==> config.mk <==
export PLATFORM = sky130hd
export DESIGN_NAME = expr_alu_arbiter
export DESIGN_NICKNAME = d
export VERILOG_FILES = /design/src/rtl/expr_alu_arbiter.sv
export SDC_FILE = /design/constraint.sdc
export NUM_CORES = 1
export LEC_CHECK = 0
export BUFFER_PORTS_ARGS = -buffer_cell sky130_fd_sc_hd__buf_4
export CAP_MARGIN = 10
export CELL_PAD_IN_SITES_DETAIL_PLACEMENT = 2
export CELL_PAD_IN_SITES_GLOBAL_PLACEMENT = 2
export CORE_MARGIN = 5
export CORE_UTILIZATION = 25
export DETAILED_ROUTE_END_ITERATION = 16
export PLACE_DENSITY = 0.67
export SYNTH_ARGS = -nofsm -noshare
export SYNTH_HDL_FRONTEND = slang
export SYNTH_SLANG_ARGS = --single-unit
==> constraint.sdc <==
create_clock -name clk -period 5.82 [get_ports clk]
set_clock_uncertainty 0.05 [all_clocks]
set_input_delay 1.164 -clock clk [delete_from_list [all_inputs] [get_ports clk]]
set_output_delay 1.164 -clock clk [all_outputs]
set_load 0.005 [all_outputs]
==> src/rtl/expr_alu_arbiter.sv <==
// Round-robin arbiter sharing one 4-bit expression evaluator among three lanes.
// Add/sub/mul finish in EXEC; divide runs a 4-step restoring divider in DIV.
module expr_alu_arbiter #(
    parameter logic [9:0] DZ_VAL = 10'h3FF
) (
    input  logic        clk,
    input  logic        rst,
    input  logic [2:0]  req,
    input  logic [11:0] exp0,
    input  logic [11:0] exp1,
    input  logic [11:0] exp2,
    input  logic [2:0]  flush,
    output logic [2:0]  ack,
    output logic [9:0]  ans,
    output logic [1:0]  ans_lane,
    output logic        ans_valid,
    output logic        err,
    output logic        busy
);

    // state | meaning
    // IDLE  | waiting for a request; only state that grants
    // EXEC  | evaluate captured expression, or set up the divider
    // DIV   | one restoring-divide quotient bit per edge, 4 edges
    // DONE  | one-cycle result strobe and ack to the granted lane
    typedef enum logic [1:0] {
        S_IDLE = 2'd0,
        S_EXEC = 2'd1,
        S_DIV  = 2'd2,
        S_DONE = 2'd3
    } state_t;

    localparam logic [3:0] OP_ADD = 4'hA;
    localparam logic [3:0] OP_SUB = 4'hB;
    localparam logic [3:0] OP_MUL = 4'hC;
    localparam logic [3:0] OP_DIV = 4'hD;

    state_t      r_state;
    state_t      w_state_nxt;
    logic [1:0]  r_last_grant;
    logic [1:0]  r_lane;
    logic [11:0] r_opnd;
    logic [3:0]  r_div_rem;
    logic [3:0]  r_div_quo;
    logic [1:0]  r_div_cnt;
    logic [9:0]  r_ans;
    logic [1:0]  r_ans_lane;
    logic        r_err;

    logic [1:0]  w_rr_l0;
    logic [1:0]  w_rr_l1;
    logic [1:0]  w_rr_l2;
    logic [1:0]  w_grant_lane;
    logic [11:0] w_exp_sel;
    logic [3:0]  w_a;
    logic [3:0]  w_op;
    logic [3:0]  w_b;
    logic        w_flush_hit;
    logic        w_div_start;
    logic [9:0]  w_exec_res;
    logic        w_exec_err;
    logic [4:0]  w_div_shift;
    logic        w_div_ge;
    logic [3:0]  w_div_rem_nxt;
    logic [3:0]  w_div_quo_nxt;

    function automatic logic [1:0] f_next(input logic [1:0] lane);
        return (lane == 2'd2) ? 2'd0 : lane + 2'd1;
    endfunction

    // Search order starts one past the last granted lane.
    always_comb begin
        w_rr_l0      = f_next(r_last_grant);
        w_rr_l1      = f_next(w_rr_l0);
        w_rr_l2      = f_next(w_rr_l1);
        w_grant_lane = w_rr_l2;
        if (req[w_rr_l0]) begin
            w_grant_lane = w_rr_l0;
        end else if (req[w_rr_l1]) begin
            w_grant_lane = w_rr_l1;
        end
    end

    always_comb begin
        case (w_grant_lane)
            2'd0:    w_exp_sel = exp0;
            2'd1:    w_exp_sel = exp1;
            default: w_exp_sel = exp2;
        endcase
    end

    assign w_a         = r_opnd[11:8];
    assign w_op        = r_opnd[7:4];
    assign w_b         = r_opnd[3:0];
    assign w_flush_hit = flush[r_lane];
    assign w_div_start = (w_op == OP_DIV) && (w_b != 4'd0);

    always_comb begin
        w_exec_res = 10'd0;
        w_exec_err = 1'b0;
        case (w_op)
            OP_ADD: w_exec_res = 10'(w_a) + 10'(w_b);
            OP_SUB: w_exec_res = 10'(w_a) - 10'(w_b);
            OP_MUL: w_exec_res = 10'(w_a) * 10'(w_b);
            OP_DIV: begin
                w_exec_res = DZ_VAL;
                w_exec_err = 1'b1;
            end
            default: begin
                w_exec_res = 10'd0;
                w_exec_err = 1'b1;
            end
        endcase
    end

    // Restoring divide step: shift in next dividend bit, subtract if it fits.
    assign w_div_shift   = {r_div_rem, r_div_quo[3]};
    assign w_div_ge      = (w_div_shift >= {1'b0, w_b});
    assign w_div_rem_nxt = w_div_ge ? 4'(w_div_shift - {1'b0, w_b}) : w_div_shift[3:0];
    assign w_div_quo_nxt = {r_div_quo[2:0], w_div_ge};

    always_ff @(posedge clk or negedge rst) begin
        if (!rst) begin
            r_state <= S_IDLE;
        end else begin
            r_state <= w_state_nxt;
        end
    end

    always_comb begin
        w_state_nxt = r_state;
        case (r_state)
            S_IDLE: begin
                if (req != 3'b000) w_state_nxt = S_EXEC;
            end
            S_EXEC: begin
                if (w_flush_hit)      w_state_nxt = S_IDLE;
                else if (w_div_start) w_state_nxt = S_DIV;
                else                  w_state_nxt = S_DONE;
            end
            S_DIV: begin
                if (w_flush_hit)             w_state_nxt = S_IDLE;
                else if (r_div_cnt == 2'd0)  w_state_nxt = S_DONE;
            end
            S_DONE:  w_state_nxt = S_IDLE;
            default: w_state_nxt = S_IDLE;
        endcase
    end

    // Results are written only on the edge that enters DONE, so an abort leaves ans untouched.
    always_ff @(posedge clk or negedge rst) begin
        if (!rst) begin
            r_last_grant <= 2'd2;
            r_lane       <= 2'd0;
            r_opnd       <= 12'd0;
            r_div_rem    <= 4'd0;
            r_div_quo    <= 4'd0;
            r_div_cnt    <= 2'd0;
            r_ans        <= 10'd0;
            r_ans_lane   <= 2'd0;
            r_err        <= 1'b0;
        end else begin
            case (r_state)
                S_IDLE: begin
                    if (req != 3'b000) begin
                        r_lane       <= w_grant_lane;
                        r_last_grant <= w_grant_lane;
                        r_opnd       <= w_exp_sel;
                    end
                end
                S_EXEC: begin
                    if (!w_flush_hit) begin
                        if (w_div_start) begin
                            r_div_rem <= 4'd0;
                            r_div_quo <= w_a;
                            r_div_cnt <= 2'd3;
                        end else begin
                            r_ans      <= w_exec_res;
                            r_err      <= w_exec_err;
                            r_ans_lane <= r_lane;
                        end
                    end
                end
                S_DIV: begin
                    if (!w_flush_hit) begin
                        r_div_rem <= w_div_rem_nxt;
                        r_div_quo <= w_div_quo_nxt;
                        r_div_cnt <= r_div_cnt - 2'd1;
                        if (r_div_cnt == 2'd0) begin
                            r_ans      <= {6'd0, w_div_quo_nxt};
                            r_err      <= 1'b0;
                            r_ans_lane <= r_lane;
                        end
                    end
                end
                default: ;
            endcase
        end
    end

    assign ans       = r_ans;
    assign ans_lane  = r_ans_lane;
    assign ans_valid = (r_state == S_DONE);
    assign err       = (r_state == S_DONE) && r_err;
    assign ack       = (r_state == S_DONE) ? (3'b001 << r_lane) : 3'b000;
    assign busy      = (r_state != S_IDLE);

endmodule
==> out/summary.txt <==
Tcrit/Tclk final: 55.9%
First-pass DRT Iterations: 4
CP cell instances: nand2_1 > fa_1 > inv_1 > fa_1 > ha_1 > a211oi_1 > nor2_1 > o21ai_0 > o31ai_1 > a221oi_1 > o21ai_0
met3 Use GR: 2.93%
adder-cell share of the synthesized area: 15.8%
CTS resizes: 0
peak supply drop: 0.167 mV
Largest stage delay, worst path: 0.55 ns
cells after synthesis: 315
fin nets: 446
top cell type's share of synthesized area: 33.1%
commonest non-fill, non-tap cell in the layout: buf_4
total power: 2.39 mW
grt met2 use: 23.5%
largest net degree at the start of global routing: 40
die height: 117 microns
Tot GR Track Use: 13.7%
Final Hold Fails: 0
Static Leak: 1.68 nW
reg2reg start: r_opnd[9]$_DFFE_PN0P_
Inserted Clock Buffers: 5
initial antenna violation count: 0
Final ANT Viol Nets: 0
syn nets: 391
P&R area growth vs syn: 24.6%
CP Launch Type: flop
Synth Area in Compound Gates: 23.5%
Boundary Pins: 62
CTS Buffer Depth: 2
GR Overflow Total: 0
Slowest-stage cell, CP: dfrtp_1
RSZ-0062 raised after global routing: false
GRT Max-Usage Layer: met2
register clock-pin slew on the reported worst setup and hold paths: 0.06 ns
Netlist cell types: 54
Power Dens Cells: 667 nW/um^2
Max-cap violations: 0
Setup Buffers After CTS: 0
HP Start: ans[4]$_DFFE_PN0P_
Syn Area/Cell: 9.12 sq um
reg2reg setup slack: 2.57 ns
setup slack after layout: 2.57 ns
Final Setup Violations: 0
Ys Warns: 0
largest fanout on the critical path: 9
Rel. slew slack: 51.6%
Worst Tran Pin Value: 0.723 ns
Min-Delay Path Depth: 2
area post-placement: 3440 sq um
required time worst endpoint: 5.92 ns
vias in the first global route: 2,888
I/O Buffers: 61
setup TNS: 0 ns
max-slew violations: 0
Top FF cell, synth: dfrtp_1
ranking of synthesized cells by area: dfrtp_1 33%, ha_1 11%, a21oi_1 5.2%
first-pass GRT wire length: 14,700 microns
cell area after synthesis: 2870 sq um
vias per cell: 4.89
met1 Use GR: 17.7%
dpl ws: 2.53 ns
clk root buf: clkbuf_16
layout cell share with drive strength beyond 1: 22.1%
Setup crit end kind: flop
CP Class: flop to flop
Synth area leader: dfrtp_1
final instance area: 3580 sq um
Hold Path End: ans[4]$_DFFE_PN0P_
largest family of logic cells by synthesized area: compound AO/OA/AOI/OAI gates
dpl cells: 506
drt wl/cell: 17.0 microns
Initial Util: 25.4%
final cell count without fillers: 514
CTS tree: yes
CORE AREA: 11,300 sq um
EDFF count, synth: 0
die width: 117 microns
number of vias in the routed layout: 2,515
clock sinks: 39
Final Wtd Congestion: 0.796
outcome: complete, no violations
Tmin final: 3.25 ns
worst hold margin: 0.428 ns
post-DP HPWL: 7070 microns
Clock Latency Late Sink: 0.28 ns
Critical Path AT: 3.35 ns
final core occ: 31.6%
# rows: 39
die area: 13,700 sq um
FF-to-FF path depth: 11
Peak Freq: 0.307 GHz
XOR/XNOR Fraction of Synth Area: 1.83%
Critical R2R Capture: ans[7]$_DFFE_PN0P_
post-synthesis simple-gate area fraction: 16.4%
Layout fillers: 1,297
Hold Path Class: flop to flop
# DRC: 0
DRT iter0 DRCs: 52
htree depth: 2
post-synthesis mux area share: 3.27%
most frequent cells in the layout: 62 x buf_4, 38 x dfrtp_1, 35 x nand2_1
register bit total from synthesis: 39
hold_buf cts: 0
ant diodes: 0
drt total wl: 8730 microns
Async SR Flop Fraction: 100%
Seq/Total Area, Yosys: 34.0%
[critical path: cells and delay by family, from the launching register on]
kind	cells	cell delay, ns
adders and majority gates	3	1.34
and+or+nand+nor	2	0.24
DFF	1	0.55
buffers and inverters	1	0.05
AOI/OAI and AO/OA	5	0.89
[power by group]
part | switching (mW) | total [mW] | internal (mW) | leakage, nW
clock | 0.109 | 0.267 | 0.158 | 0.0669
combinational | 0.856 | 1.56 | 0.703 | 1.13
sequential | 0.164 | 0.564 | 0.400 | 0.478
[logic make-up after synthesis]
group,count (synthesis)
flops,39
mux,9
xor+xnor,6
fa+ha+maj,32
buf+inv,34
compound gates,103
simple gates,92
[state kept, by name, summed over array words and instances, names as in the netlist]
| signal | flops |
|---|---|
| r_last_grant | 2 |
| r_div_cnt | 2 |
| r_opnd | 12 |
| r_err | 1 |
| r_state | 2 |
| r_div_rem | 4 |
| r_div_quo | 4 |
| ans_lane | 2 |
| ans | 9 |
| r_lane | 1 |
[layout make-up]
cell class / count / area, sq um / share of cell area (%)
Clock buffer: 6 / 129 / 3.60
Clock inverter: 2 / 12.5 / 0.349
Inverter: 20 / 75.1 / 2.10
Multi-Input combinational cell: 242 / 1740 / 48.7
Sequential cell: 39 / 977 / 27.3
Tap cell: 143 / 179 / 4.99
Timing Repair Buffer: 62 / 465 / 13.0
[layer usage]
| metal | share of wire [%] | wire length, microns |
|---|---|---|
| met1 | 47 | 4090 |
| met2 | 48 | 4230 |
| met4 | 0.44 | 38 |
| met5 | 0 | 0 |
| met3 | 4.3 | 379 |
[worst max path at each step]
| stage | end | slack (ns) | from |
|---|---|---|---|
| after floorplan | ans[7]$_DFFE_PN0P_ | 2.87 | r_opnd[9]$_DFFE_PN0P_ |
| after global placement | ans[7]$_DFFE_PN0P_ | 2.70 | r_opnd[9]$_DFFE_PN0P_ |
| after detailed placement | ans[7]$_DFFE_PN0P_ | 2.53 | r_opnd[9]$_DFFE_PN0P_ |
| after CTS | ans[7]$_DFFE_PN0P_ | 2.52 | r_opnd[9]$_DFFE_PN0P_ |
| after global routing | ans[7]$_DFFE_PN0P_ | 2.24 | r_opnd[9]$_DFFE_PN0P_ |
| final | ans[7]$_DFFE_PN0P_ | 2.57 | r_opnd[9]$_DFFE_PN0P_ |
[cells in the mapped netlist (all sizes together) (5+ instances only)]
cell,instances
a21oi,31
a221o,5
a221oi,8
a22o,5
and2,8
buf,12
dfrtp,38
fa,7
ha,25
inv,20
mux2i,6
nand2,35
nand2b,8
nor2,20
o21ai,28
xnor2,5
Power figures use the tool's default switching activity.
